==> src/rtl/fp_status_monitor.sv <==
`default_nettype none
// ============================================================================
// Module   : fp_status_monitor
// Purpose  : Run-time checker for an FP multiplier's status/result port.
//            It delays the operands so that they line up with the result.
//            For every valid result it checks that the status bits are legal
//            and that they agree with the result and operands. It records
//            sticky per-check flags, a saturating violation counter and the
//            code of the first error.
// Options  : FP_MON_CAPTURE_EN - when defined, cap_a/cap_b/cap_z/cap_status
//            snapshot the operands, result and status of the first bad
//            result. When it is not defined, these outputs are tied to 0.
// Ports    : clk            - clock, rising edge
//            rst            - asynchronous reset, active low
//            valid_in       - a/b carry a new operation this cycle
//            a, b           - multiplier operands (DW bits)
//            z              - multiplier result, LATENCY cycles after valid_in
//            status         - {rsv7,rsv6,inexact,huge,tiny,nan,inf,zero}
//            clear          - synchronous clear of flags/count/first-error
//            err_flags      - sticky flag per check (bit index = check number)
//            err_any        - OR of err_flags
//            err_count      - results with >=1 violation, saturating
//            first_err_code - lowest failing check of the first bad result
//            first_err_vld  - first_err_code/cap_* hold a captured value
//            cap_a/b/z      - operands/result of the first bad result
//            cap_status     - status of the first bad result
// Revision : 1.0 - initial release
// ============================================================================
module fp_status_monitor #(
  parameter int EXP_W   = 8,
  parameter int MAN_W   = 23,
  parameter int LATENCY = 2,
  parameter int CNT_W   = 16,
  parameter int DW      = 1 + EXP_W + MAN_W
) (
  input  logic             clk,
  input  logic             rst,
  input  logic             valid_in,
  input  logic [DW-1:0]    a,
  input  logic [DW-1:0]    b,
  input  logic [DW-1:0]    z,
  input  logic [7:0]       status,
  input  logic             clear,
  output logic [13:0]      err_flags,
  output logic             err_any,
  output logic [CNT_W-1:0] err_count,
  output logic [3:0]       first_err_code,
  output logic             first_err_vld,
  output logic [DW-1:0]    cap_a,
  output logic [DW-1:0]    cap_b,
  output logic [DW-1:0]    cap_z,
  output logic [7:0]       cap_status
);

  localparam logic [EXP_W-1:0] C_EXP_ONES    = '1;
  localparam logic [EXP_W-1:0] C_EXP_ONES_M1 = C_EXP_ONES - 1'b1;
  localparam logic [EXP_W-1:0] C_EXP_ONE     = EXP_W'(1);
  localparam logic [MAN_W-1:0] C_MAN_ONES    = '1;
  localparam logic [CNT_W-1:0] C_CNT_MAX     = '1;

  // --------------------------------------------------------------------------
  // Alignment delay lines (the clear input does not affect them)
  // --------------------------------------------------------------------------
  logic [LATENCY-1:0]         valid_pipe_q, valid_pipe_d;
  logic [LATENCY-1:0][DW-1:0] a_pipe_q, a_pipe_d;
  logic [LATENCY-1:0][DW-1:0] b_pipe_q, b_pipe_d;

  always_comb begin
    valid_pipe_d = valid_pipe_q;
    a_pipe_d     = a_pipe_q;
    b_pipe_d     = b_pipe_q;
    valid_pipe_d[0] = valid_in;
    a_pipe_d[0]     = a;
    b_pipe_d[0]     = b;
    for (int i = 1; i < LATENCY; i++) begin
      valid_pipe_d[i] = valid_pipe_q[i-1];
      a_pipe_d[i]     = a_pipe_q[i-1];
      b_pipe_d[i]     = b_pipe_q[i-1];
    end
  end

  always_ff @(posedge clk or negedge rst) begin
    if (!rst) begin
      valid_pipe_q <= '0;
      a_pipe_q     <= '0;
      b_pipe_q     <= '0;
    end else begin
      valid_pipe_q <= valid_pipe_d;
      a_pipe_q     <= a_pipe_d;
      b_pipe_q     <= b_pipe_d;
    end
  end

  logic             res_vld;
  logic [DW-1:0]    a_al, b_al;
  assign res_vld = valid_pipe_q[LATENCY-1];
  assign a_al    = a_pipe_q[LATENCY-1];
  assign b_al    = b_pipe_q[LATENCY-1];

  // --------------------------------------------------------------------------
  // Checks on the aligned sample
  // --------------------------------------------------------------------------
  logic             st_zero, st_inf, st_nan, st_tiny, st_huge, st_inexact;
  logic [EXP_W-1:0] z_exp, a_exp, b_exp;
  logic [MAN_W-1:0] z_man;
  logic [13:0]      fail_vec;
  logic             bad_result;
  logic [3:0]       fail_code;

  assign st_zero    = status[0];
  assign st_inf     = status[1];
  assign st_nan     = status[2];
  assign st_tiny    = status[3];
  assign st_huge    = status[4];
  assign st_inexact = status[5];

  assign z_exp = z[DW-2 -: EXP_W];
  assign z_man = z[MAN_W-1:0];
  assign a_exp = a_al[DW-2 -: EXP_W];
  assign b_exp = b_al[DW-2 -: EXP_W];

  always_comb begin
    fail_vec     = '0;
    fail_vec[0]  = st_zero & st_inf;
    fail_vec[1]  = st_nan  & st_zero;
    fail_vec[2]  = st_nan  & st_inexact;
    fail_vec[3]  = st_nan  & st_huge;
    fail_vec[4]  = st_nan  & st_tiny;
    fail_vec[5]  = st_tiny & st_inf;
    fail_vec[6]  = st_huge & st_zero;
    fail_vec[7]  = st_huge & st_tiny;
    fail_vec[8]  = |status[7:6];
    fail_vec[9]  = st_zero & (z_exp != '0);
    fail_vec[10] = st_inf  & (z_exp != C_EXP_ONES);
    // A multiply produces a NaN from non-NaN inputs only for 0 x inf.
    fail_vec[11] = st_nan &
                   !(((a_exp == '0) && (b_exp == C_EXP_ONES)) ||
                     ((a_exp == C_EXP_ONES) && (b_exp == '0)));
    // "huge" means overflowed to inf or rounded to the largest finite value.
    fail_vec[12] = st_huge &
                   !((z_exp == C_EXP_ONES) ||
                     ((z_exp == C_EXP_ONES_M1) && (z_man == C_MAN_ONES)));
    // "tiny" means flushed to zero/denormal or rounded up to the smallest normal.
    fail_vec[13] = st_tiny &
                   !((z_exp == '0) ||
                     ((z_exp == C_EXP_ONE) && (z_man == '0)));
    if (!res_vld) begin
      fail_vec = '0;
    end
  end

  assign bad_result = |fail_vec;

  // Priority encoder: the lowest failing index wins.
  always_comb begin
    fail_code = 4'd0;
    for (int i = 13; i >= 0; i--) begin
      if (fail_vec[i]) begin
        fail_code = 4'(i);
      end
    end
  end

  // --------------------------------------------------------------------------
  // Sticky state
  // --------------------------------------------------------------------------
  logic [13:0]      flags_q, flags_d;
  logic [CNT_W-1:0] count_q, count_d;
  logic [3:0]       code_q, code_d;
  logic             fvld_q, fvld_d;
  logic             take_first;

  // A new first error is taken only when no error is held and clear is low.
  assign take_first = bad_result & ~fvld_q & ~clear;

  always_comb begin
    flags_d = flags_q | fail_vec;
    count_d = count_q;
    code_d  = code_q;
    fvld_d  = fvld_q;
    if (bad_result && (count_q != C_CNT_MAX)) begin
      count_d = count_q + 1'b1;
    end
    if (take_first) begin
      fvld_d = 1'b1;
      code_d = fail_code;
    end
    // Clear takes priority over a violation sampled in the same cycle.
    if (clear) begin
      flags_d = '0;
      count_d = '0;
      code_d  = '0;
      fvld_d  = 1'b0;
    end
  end

  always_ff @(posedge clk or negedge rst) begin
    if (!rst) begin
      flags_q <= '0;
      count_q <= '0;
      code_q  <= '0;
      fvld_q  <= 1'b0;
    end else begin
      flags_q <= flags_d;
      count_q <= count_d;
      code_q  <= code_d;
      fvld_q  <= fvld_d;
    end
  end

  assign err_flags      = flags_q;
  assign err_any        = |flags_q;
  assign err_count      = count_q;
  assign first_err_code = code_q;
  assign first_err_vld  = fvld_q;

`ifdef FP_MON_CAPTURE_EN
  logic [DW-1:0] cap_a_q, cap_a_d;
  logic [DW-1:0] cap_b_q, cap_b_d;
  logic [DW-1:0] cap_z_q, cap_z_d;
  logic [7:0]    cap_st_q, cap_st_d;

  always_comb begin
    cap_a_d  = cap_a_q;
    cap_b_d  = cap_b_q;
    cap_z_d  = cap_z_q;
    cap_st_d = cap_st_q;
    if (take_first) begin
      cap_a_d  = a_al;
      cap_b_d  = b_al;
      cap_z_d  = z;
      cap_st_d = status;
    end
    if (clear) begin
      cap_a_d  = '0;
      cap_b_d  = '0;
      cap_z_d  = '0;
      cap_st_d = '0;
    end
  end

  always_ff @(posedge clk or negedge rst) begin
    if (!rst) begin
      cap_a_q  <= '0;
      cap_b_q  <= '0;
      cap_z_q  <= '0;
      cap_st_q <= '0;
    end else begin
      cap_a_q  <= cap_a_d;
      cap_b_q  <= cap_b_d;
      cap_z_q  <= cap_z_d;
      cap_st_q <= cap_st_d;
    end
  end

  assign cap_a      = cap_a_q;
  assign cap_b      = cap_b_q;
  assign cap_z      = cap_z_q;
  assign cap_status = cap_st_q;
`else
  assign cap_a      = '0;
  assign cap_b      = '0;
  assign cap_z      = '0;
  assign cap_status = '0;
`endif

endmodule
`default_nettype wire

==> config.mk <==
export PLATFORM = sky130hd
export DESIGN_NAME = fp_status_monitor
export DESIGN_NICKNAME = d
export VERILOG_FILES = /design/src/rtl/fp_status_monitor.sv
export SDC_FILE = /design/constraint.sdc
export NUM_CORES = 1
export LEC_CHECK = 0
export CAP_MARGIN = 10
export CORE_MARGIN = 2
export CORE_UTILIZATION = 39
export DETAILED_ROUTE_END_ITERATION = 10
export GPL_TIMING_DRIVEN = 0
export PLACE_DENSITY_LB_ADDON = 0.12
export SYNTH_ARGS = -nofsm -noshare
export SYNTH_HDL_FRONTEND = slang
export SYNTH_SLANG_ARGS = --single-unit
==> constraint.sdc <==
create_clock -name clk -period 7 [get_ports clk]
set_input_delay 2.1 -clock clk [delete_from_list [all_inputs] [get_ports clk]]
set_output_delay 2.1 -clock clk [all_outputs]
set_load 0.1 [all_outputs]
==> results.yml, run 1 <==
placed_design:
  place_congestion: 0.8795
  dp_hpwl_um: 7020
  dp_cells: 709
  port-buffer-count: 91
clocking:
  cts_buffers: 9
  cts-root-buf: "clkbuf_8"
  ctsHoldBuffers: 0
  insertion_delay_ps: 350
  htree_levels: 3
  cts_sinks: 69
  cts_setup_buffers: 0
  clk_path_buf_depth: 2
  cts_resized: 0
  clk_transition_reported_paths_ps: 90
  cts_tree: "yes"
logic_synthesis:
  synth_most_common_cell: "buf_4"
  synth_cells: 386
  synth.avg_cell_area_um2: 9.805
  synth_area_mm2: 0.003785
  synth_top_area_cell: "dfrtp_1"
  synthTopCellsByCount: "buf_4, dfrtp_1, nor2_1"
  synth_area_leaders: "dfrtp_1, buf_4, nor2_1, a21oi_1, nand4_1"
  ys_types: 55
  ys_warn_count: 0
  async_reset_ff_share_pct: 100.0
  ys_seq_area_share_pct: 45.62
  synth_edf_count: 0
  ys_ff_latch: 69
  synth.top_cell.area_share_pct: 45.62
  yosys_most_used_dff: "dfrtp_1"
setup_path:
  cp-end-kind: "register"
  path_class: "in -> reg"
  crit_path_max_fanout: 10
  start_kind: "input port"
  critPathRequiredTime_ps: 7240
  critPathArrivalTime_ps: 4760
floorplan:
  ios: 248
  die-height_um: 102.5
  fp-row-count: 35
  die-area_mm2: 0.01051
  die_w_um: 102.5
  start_util_pct: 40.58
  core-area_mm2: 0.009328
sta:
  worstMarginPinSlew_ps: 1006
  relSlewSlack_pct: 32.74
  drv_slew: 0
  hold_viol: 0
  timing.hold.ws_ps: 338.2
  rsz0062_at_grt: "no"
  skew_ps: 11.76
  fin_crit_sh_pct: 64.60
  setup_viol: 0
  min_period_ps: 4522
  setup_tns_ps: 0
  fmax_mhz: 221.2
global_route:
  grt_pass1_wl_um: 13580
  grt_pass1_vias: 2854
  overflow: 0
  grt_usage_pct: 16.57
  antenna_found_initial: 0
  grt_max_degree: 70
layout:
  antenna-diode-count: 0
  final_cell_count_no_fill: 725
  drive_gt1_share_pct: 22.99
  nFillCells: 864
  syn2layout_area_growth_pct: 43.60
  finalNetCount: 700
drt:
  wire_per_inst_um: 12.25
  drt-initial-drc-count: 107
  via_per_inst: 4.236
  drc: 0
  drtPass1Iterations: 4
  vias: 3071
  detail-route-antenna-nets: 0
  finalWirelength_um: 8881
hold_path:
  hold_class: "reg -> reg"
pwr:
  p_leak_nw: 2.627
  total_power_w: 0.001220
  power_density_mw_per_mm2: 224.4
  ir_drop_v: 0.0001365
run:
  drv_cap: 0
run_status:
  outcome: "complete, no violations"
## power breakdown
part	internal [W]	switching, W
sequential	0.000417	0.0000123
clock	0.000138	0.000175
combinational	0.000103	0.000375
## worst paths after layout
check	startpoint	end	slack [ps]	cells after the start
setup reg to reg	valid_pipe_q[1]	err_count[9]	4340	7
hold / removal	a_pipe_d[59]	a_al[27]	340	0
min in group asynchronous	rst	err_count[6]	1840	1
setup / recovery	status[2]	err_count[3]	2480	10
hold reg to reg	a_pipe_d[59]	a_al[27]	340	0
max in group asynchronous	rst	a_pipe_d[60]	4600	1
## metrics by stage
step	util, %	setup WS [ps]	area (µm²)
floorplan	-	2842	4172
global placement	56.22	1595	5244
detailed placement	56.19	2135	5241
CTS	58.27	2483	5435
global route	58.27	2306	5435
finish	58.27	2478	5435
## cell families (layout without fill, tap and decap cells)
| kind of cell | count (synthesis) | count (layout) | synth area share (%) |
|---|---|---|---|
| simple gates | 117 | 117 | 17.02 |
| flops | 69 | 69 | 45.62 |
| other cells | 1 | 104 | 0.09908 |
| mux | 5 | 5 | 1.421 |
| compound gates | 62 | 62 | 11.47 |
| buf+inv | 127 | 234 | 23.11 |
| xor+xnor | 4 | 4 | 0.9258 |
| fa+ha+maj | 1 | 1 | 0.3305 |
## state kept, by name, indices dropped and copies added (netlist names)
register / count
err_flags: 14
err_count: 16
b_pipe_d: 8
a_al: 8
a_pipe_d: 8
valid_pipe_q: 2
first_err_code: 4
first_err_vld: 1
b_al: 8
## cell usage in the layout, fill, tap and decap left out, drive strengths merged, types with 4 or more instances in the layout
cell type / instances
o21ai: 5
dfrtp: 69
nand4: 18
inv: 15
nor4: 15
nand2: 7
nor2b: 5
nor2: 42
a21oi: 23
buf: 109
nand3: 5
and3: 4
conb: 104
clkbuf: 16
nor3: 4
a31oi: 8
clkdlybuf4s50: 90
## layout make-up
cell class | count | area (µm²) | share of cell area [%]
plain buffers | 115 | 829.5 | 15.26
clock buffers | 9 | 123.9 | 2.279
clock inverters | 7 | 70.07 | 1.289
inverters | 12 | 45.04 | 0.8287
multi-input cells | 293 | 1570 | 28.89
flip-flops and latches | 69 | 1727 | 31.77
well taps | 129 | 161.4 | 2.970
repair buffers | 91 | 908.4 | 16.71
## per-layer routing
layer	wire [µm]	GRT usage, %	part of all wire [%]
met1	3499	20.59	39
met2	4494	28.15	51
met3	770	3.864	8.7
met4	116	6.256	1.3
met5	0	0	0
## worst max-delay path: stages
cell and delay (ps):
clkdlybuf4s50_1 560, and2_1 150, clkbuf_1 260, o41ai_2 120
a31oi_1 500, and4bb_2 360, a21boi_4 230, buf_6 180
a311oi_2 100, a41o_1 210
(Power assumes the default switching activity.)
==> run 2: changes to the inputs <==
--- a/config.mk
+++ b/config.mk
@@ -7,7 +7,7 @@
 export LEC_CHECK = 0
 export CAP_MARGIN = 10
 export CORE_MARGIN = 2
-export CORE_UTILIZATION = 39
+export CORE_UTILIZATION = 33
 export DETAILED_ROUTE_END_ITERATION = 10
 export GPL_TIMING_DRIVEN = 0
 export PLACE_DENSITY_LB_ADDON = 0.12
==> constraint.sdc (replaced) <==
create_clock -name clk -period 3.7 [get_ports clk]
set_input_delay 1.11 -clock clk [delete_from_list [all_inputs] [get_ports clk]]
set_output_delay 1.11 -clock clk [all_outputs]
set_load 0.1 [all_outputs]
==> results.yml, run 2 (same netlist as run 1, synthesis figures left out) <==
clocking:
  clk_transition_reported_paths_ps: 60
  cts_sinks: 69
  clk_path_buf_depth: 2
  insertion_delay_ps: 330
  cts_setup_buffers: 0
  cts-root-buf: "clkbuf_16"
  ctsHoldBuffers: 0
  cts_buffers: 9
  htree_levels: 3
  cts_tree: "yes"
sta:
  worstMarginPinSlew_ps: 1001
  fin_crit_sh_pct: 93.04
  fmax_mhz: 290.5
  relSlewSlack_pct: 33.03
  skew_ps: 7.646
  hold_viol: 0
  rsz0062_at_grt: "no"
  drv_slew: 0
  setup_viol: 0
  min_period_ps: 3443
hold_path:
  hold_start: "valid_pipe_q[0]"
  hold_class: "reg -> reg"
pwr:
  ir_drop_v: 0.0003020
  sw_frac_of_total_pct: 38.62
  p_leak_nw: 2.702
  comb_power_share_pct: 33.4
  p_int_w: 0.001662
  seqPwrFrac_pct: 30.0
  power.net_switching_w: 0.001046
  power_density_mw_per_mm2: 481.9
  total_power_w: 0.002707
  clockPowerShare_pct: 36.6
floorplan:
  ios: 248
  start_util_pct: 33.43
  core-area_mm2: 0.01132
  fp-row-count: 39
  die_w_um: 111.1
  die-area_mm2: 0.01234
  die-height_um: 111.1
layout:
  utilization_pct: 49.62
  final_cell_count_no_fill: 738
  final_common_cell: "buf_4"
  largest_reg_flops: 16
  fin_area_mm2: 0.005618
  antenna-diode-count: 0
  finalNetCount: 700
  syn2layout_area_growth_pct: 48.43
  nFillCells: 1092
  final_cell_mix: "buf_4, conb_1, clkdlybuf4s50_1, dfrtp_1, nor2_1"
  drive_gt1_share_pct: 23.19
setup_path:
  crit_path_max_fanout: 8
  r2r-start: "valid_pipe_q[1]"
  start_kind: "input port"
  critPathRequiredTime_ps: 3940
  path_class: "in -> reg"
  critPathArrivalTime_ps: 3690
  crit_start: "status[2]"
  cp-end-kind: "register"
drt:
  via_per_inst: 4.178
  wire_per_inst_um: 11.90
  drtPass1Iterations: 4
  finalWirelength_um: 8781
  drc: 0
  drt-initial-drc-count: 90
  detail-route-antenna-nets: 0
  vias: 3083
placed_design:
  dp_hpwl_um: 6897
  dpl_cell_area_mm2: 0.005259
  place_congestion: 0.7609
  dp_cells: 723
  port-buffer-count: 91
run_status:
  outcome: "complete, no violations"
global_route:
  grt_max_degree: 70
  grt_pass1_wl_um: 14170
  grt_usage_pct: 14.15
  antenna_found_initial: 0
  overflow: 0
  grt_pass1_vias: 2825
run:
  drv_cap: 0
==> run 2: repair_timing <==
action	4_1_cts	5_1_grt
endpoints found under the hold margin	0	0
gates resized for setup	0	3
endpoints found under the setup margin	0	8
==> run 2: critical path, cell delays in order <==
cell	delay, ps
clkdlybuf4s50_1	560
and2_1	150
clkbuf_1	280
o41ai_2	140
a31oi_2	350
nand4bb_1	330
o211ai_2	210
or3_1	390
a21oi_1	150
==> run 2: through the flow <==
| step | setup TNS (ps) | hold slack (ps) | setup WS, ps |
|---|---|---|---|
| floorplan | 0 | 331.2 | 531.6 |
| detailed placement | -2308 | 335.5 | -233.7 |
| finish | 0 | 340.6 | 257.5 |
| global route | 0 | 349.0 | 37.59 |
| global placement | -55470 | 337.0 | -774.2 |
| CTS | 0 | 346.0 | 92.01 |
==> run 2: worst paths after layout <==
check,to,cells after the start,slack [ps]
setup / recovery,err_count[9],9,260
hold / removal,valid_pipe_q[1],0,340
setup reg to reg,err_count[9],7,950
hold reg to reg,valid_pipe_q[1],0,340
max in group asynchronous,err_flags[6],1,2260
min in group asynchronous,err_count[10],1,890
==> run 2: area by class of cell <==
cell class                 instances  area [µm²]  share of cell area [%]
sequential                        69        1727                   30.74
multi-input combinational        293        1583                   28.17
timing repair buffer              91       908.4                   16.17
buffer                           115       829.5                   14.77
clock buffer                      10       239.0                   4.254
tap                              143       178.9                   3.185
clock inverter                     5       107.6                   1.915
inverter                          12       45.04                  0.8018
==> run 2: power by group through the flow <==
stage | Combinational (W) | Clock (W) | Sequential, W
floorplan | 0.000634 | 0 | 0.000944
global placement | 0.000898 | 0 | 0.000827
detailed placement | 0.000901 | 0 | 0.000827
CTS | 0.000902 | 0.00101 | 0.000814
global route | 0.000939 | 0.00105 | 0.000818
finish | 0.000904 | 0.000990 | 0.000813
==> run 2: layer usage <==
metal / GRT usage, % / wire [µm] / vias to the layer above
met5: 0 / 0 / -
met4: 5.021 / 89 / 0
met3: 3.882 / 643 / 9
met2: 24.01 / 4361 / 127
met1: 17.34 / 3687 / 1387
li1: - / - / 1560
==> run 3: changes to the inputs <==
--- a/config.mk
+++ b/config.mk
@@ -6,8 +6,10 @@
 export NUM_CORES = 1
 export LEC_CHECK = 0
 export CAP_MARGIN = 10
+export CELL_PAD_IN_SITES_DETAIL_PLACEMENT = 2
+export CELL_PAD_IN_SITES_GLOBAL_PLACEMENT = 2
 export CORE_MARGIN = 2
-export CORE_UTILIZATION = 33
+export CORE_UTILIZATION = 18
 export DETAILED_ROUTE_END_ITERATION = 10
 export GPL_TIMING_DRIVEN = 0
 export PLACE_DENSITY_LB_ADDON = 0.12
==> results.yml, run 3 (same netlist as run 1, synthesis figures left out) <==
pwr:
  p_int_w: 0.001591
  comb_power_share_pct: 34.3
  power.net_switching_w: 0.001105
  sw_frac_of_total_pct: 40.98
  p_leak_nw: 2.714
  clockPowerShare_pct: 35.4
  seqPwrFrac_pct: 30.3
  ir_drop_v: 0.0002479
  power_density_mw_per_mm2: 463.5
drt:
  via_per_inst: 3.767
  drt-initial-drc-count: 57
  vias: 3289
  finalWirelength_um: 12190
  drc: 0
  wire_per_inst_um: 13.96
  detail-route-antenna-nets: 0
  drtPass1Iterations: 4
clocking:
  htree_levels: 3
  cts_buffers: 9
  insertion_delay_ps: 330
  clk_transition_reported_paths_ps: 60
  cts_sinks: 69
  cts-root-buf: "clkbuf_16"
  clk_path_buf_depth: 2
  ctsHoldBuffers: 0
  cts_tree: "yes"
sta:
  rsz0062_at_grt: "no"
  layout_setup_ws_ps: 262.3
  worstMarginPinSlew_ps: 1031
  hold_viol: 0
  timing.hold.ws_ps: 346.9
  fin_crit_sh_pct: 92.91
  drv_slew: 0
  fmax_mhz: 290.9
  setup_viol: 0
  skew_ps: 8.238
  relSlewSlack_pct: 31.04
  min_period_ps: 3438
setup_path:
  rr_worst_depth: 8
  critPathRequiredTime_ps: 2590
  cpPeakStageDelay_ps: 1000
  path_class: "reg -> out"
  cp_top_family: "buffers and inverters"
  rr_endpoint: "err_count[3]"
  r2r-start: "valid_pipe_q[1]"
  r2r_slack_ps: 860
  crit_path_cell_trace: "nor4_1 > nand4_1 > clkdlybuf4s50_1"
  crit_path_max_fanout: 3
  start_kind: "register"
  cp-end-kind: "primary output"
  critPathSlowestCell: "clkdlybuf4s50_1"
  path_buf_inv: 1
  critPathArrivalTime_ps: 2330
global_route:
  grt_max_degree: 65
  grt_pass1_wl_um: 19100
  grt_pass1_vias: 3531
  overflow: 0
  antenna_found_initial: 0
  grt_usage_pct: 11.00
layout:
  final_cell_mix: "buf_4, conb_1, clkdlybuf4s50_1, dfrtp_1, nor2_1"
  nFillCells: 2383
  finalNetCount: 702
  multiInputGateArea_mm2: 0.001600
  utilization_pct: 27.94
  fin_area_mm2: 0.005817
  final_common_cell: "buf_4"
  drive_gt1_share_pct: 23.58
  final_cell_count_no_fill: 873
  syn2layout_area_growth_pct: 53.69
  antenna-diode-count: 0
  seqCellArea_mm2: 0.001727
  largest_reg_flops: 16
placed_design:
  place_congestion: 0.6934
  dpl_cell_area_mm2: 0.005451
  port-buffer-count: 91
  post-place-ws_ps: -483.1
  dp_hpwl_um: 9662
  dp_cells: 856
floorplan:
  die-height_um: 149.0
  start_util_pct: 18.18
  die-area_mm2: 0.02220
  core-area_mm2: 0.02082
  fp-row-count: 53
  ios: 248
  die_w_um: 149.0
hold_path:
  hold_class: "reg -> reg"
  hold_start: "valid_pipe_q[0]"
  holdPathEnd: "valid_pipe_q[1]"
  worstHoldPathCells: 0
run:
  drv_cap: 0
run_status:
  outcome: "complete, no violations"
## run 3: changes by cell type in the layout (fill, tap and decap cells not counted)
cell,change
o211ai_2,-1
inv_6,+2
a31oi_4,+1
clkbuf_8,-1
clkinv_4,-1
bufinv_16,-1
inv_8,+1
clkinv_2,+1
buf_4,+1
o211ai_4,+1
a31oi_2,-1
buf_16,+1
## run 3: worst max-delay path by stage
stage,slack [ps],to,cells past startpoint,startpoint
2_1_floorplan,530,err_any,2,err_flags[11]
3_3_place_gp,-970,b_pipe_d[56],1,rst
3_5_place_dp,-480,err_count[11],8,z[29]
4_1_cts,2,err_count[11],9,status[2]
5_1_grt,100,err_count[1],10,status[2]
6_report,260,err_any,3,err_flags[12]
## run 3: power groups by stage
stage	clock network, W	logic, W	registers [W]
final	0.000955	0.000925	0.000816
after global routing	0.00102	0.000965	0.000821
after CTS	0.000993	0.000920	0.000818
after detailed placement	0	0.000918	0.000832
after global placement	0	0.000909	0.000828
after floorplan	0	0.000634	0.000944
## run 3: final cells by class
type	count	share of cell area, %
inverters	12	0.7744
repair buffers	93	16.22
clock buffers	9	3.872
flip-flops and latches	69	29.68
multi-input cells	293	27.51
plain buffers	115	14.26
clock inverters	7	1.764
well taps	275	5.915
## run 3: through the flow
stage          setup TNS, ps  power, W
2_1_floorplan              0  0.001578
3_3_place_gp          -70320  0.001737
3_5_place_dp           -5523  0.001749
4_1_cts                    0  0.002731
5_1_grt                    0  0.002809
6_report                   0  0.002696
## run 3: routing by layer
metal	vias to the layer above	wire, µm	track usage, %
li1	1562	-	-
met1	1608	4894	12.92
met2	111	6311	19.75
met3	8	881	2.997
met4	0	100	2.857
met5	-	0	0
## run 3: timing repair
action | in CTS | in global routing
setup buffers | 0 | 1
gates resized for setup | 1 | 4
endpoints found under the setup margin | 4 | 17
## run 3: worst reg2reg max path, stage by stage (launching register included)
cell and delay, ps:
dfrtp_1 440, clkbuf_1 460, nand2_1 180, a211oi_1 560, and4bb_2 340, a21boi_4 250
buf_6 190, a311oi_2 100, a41o_1 220
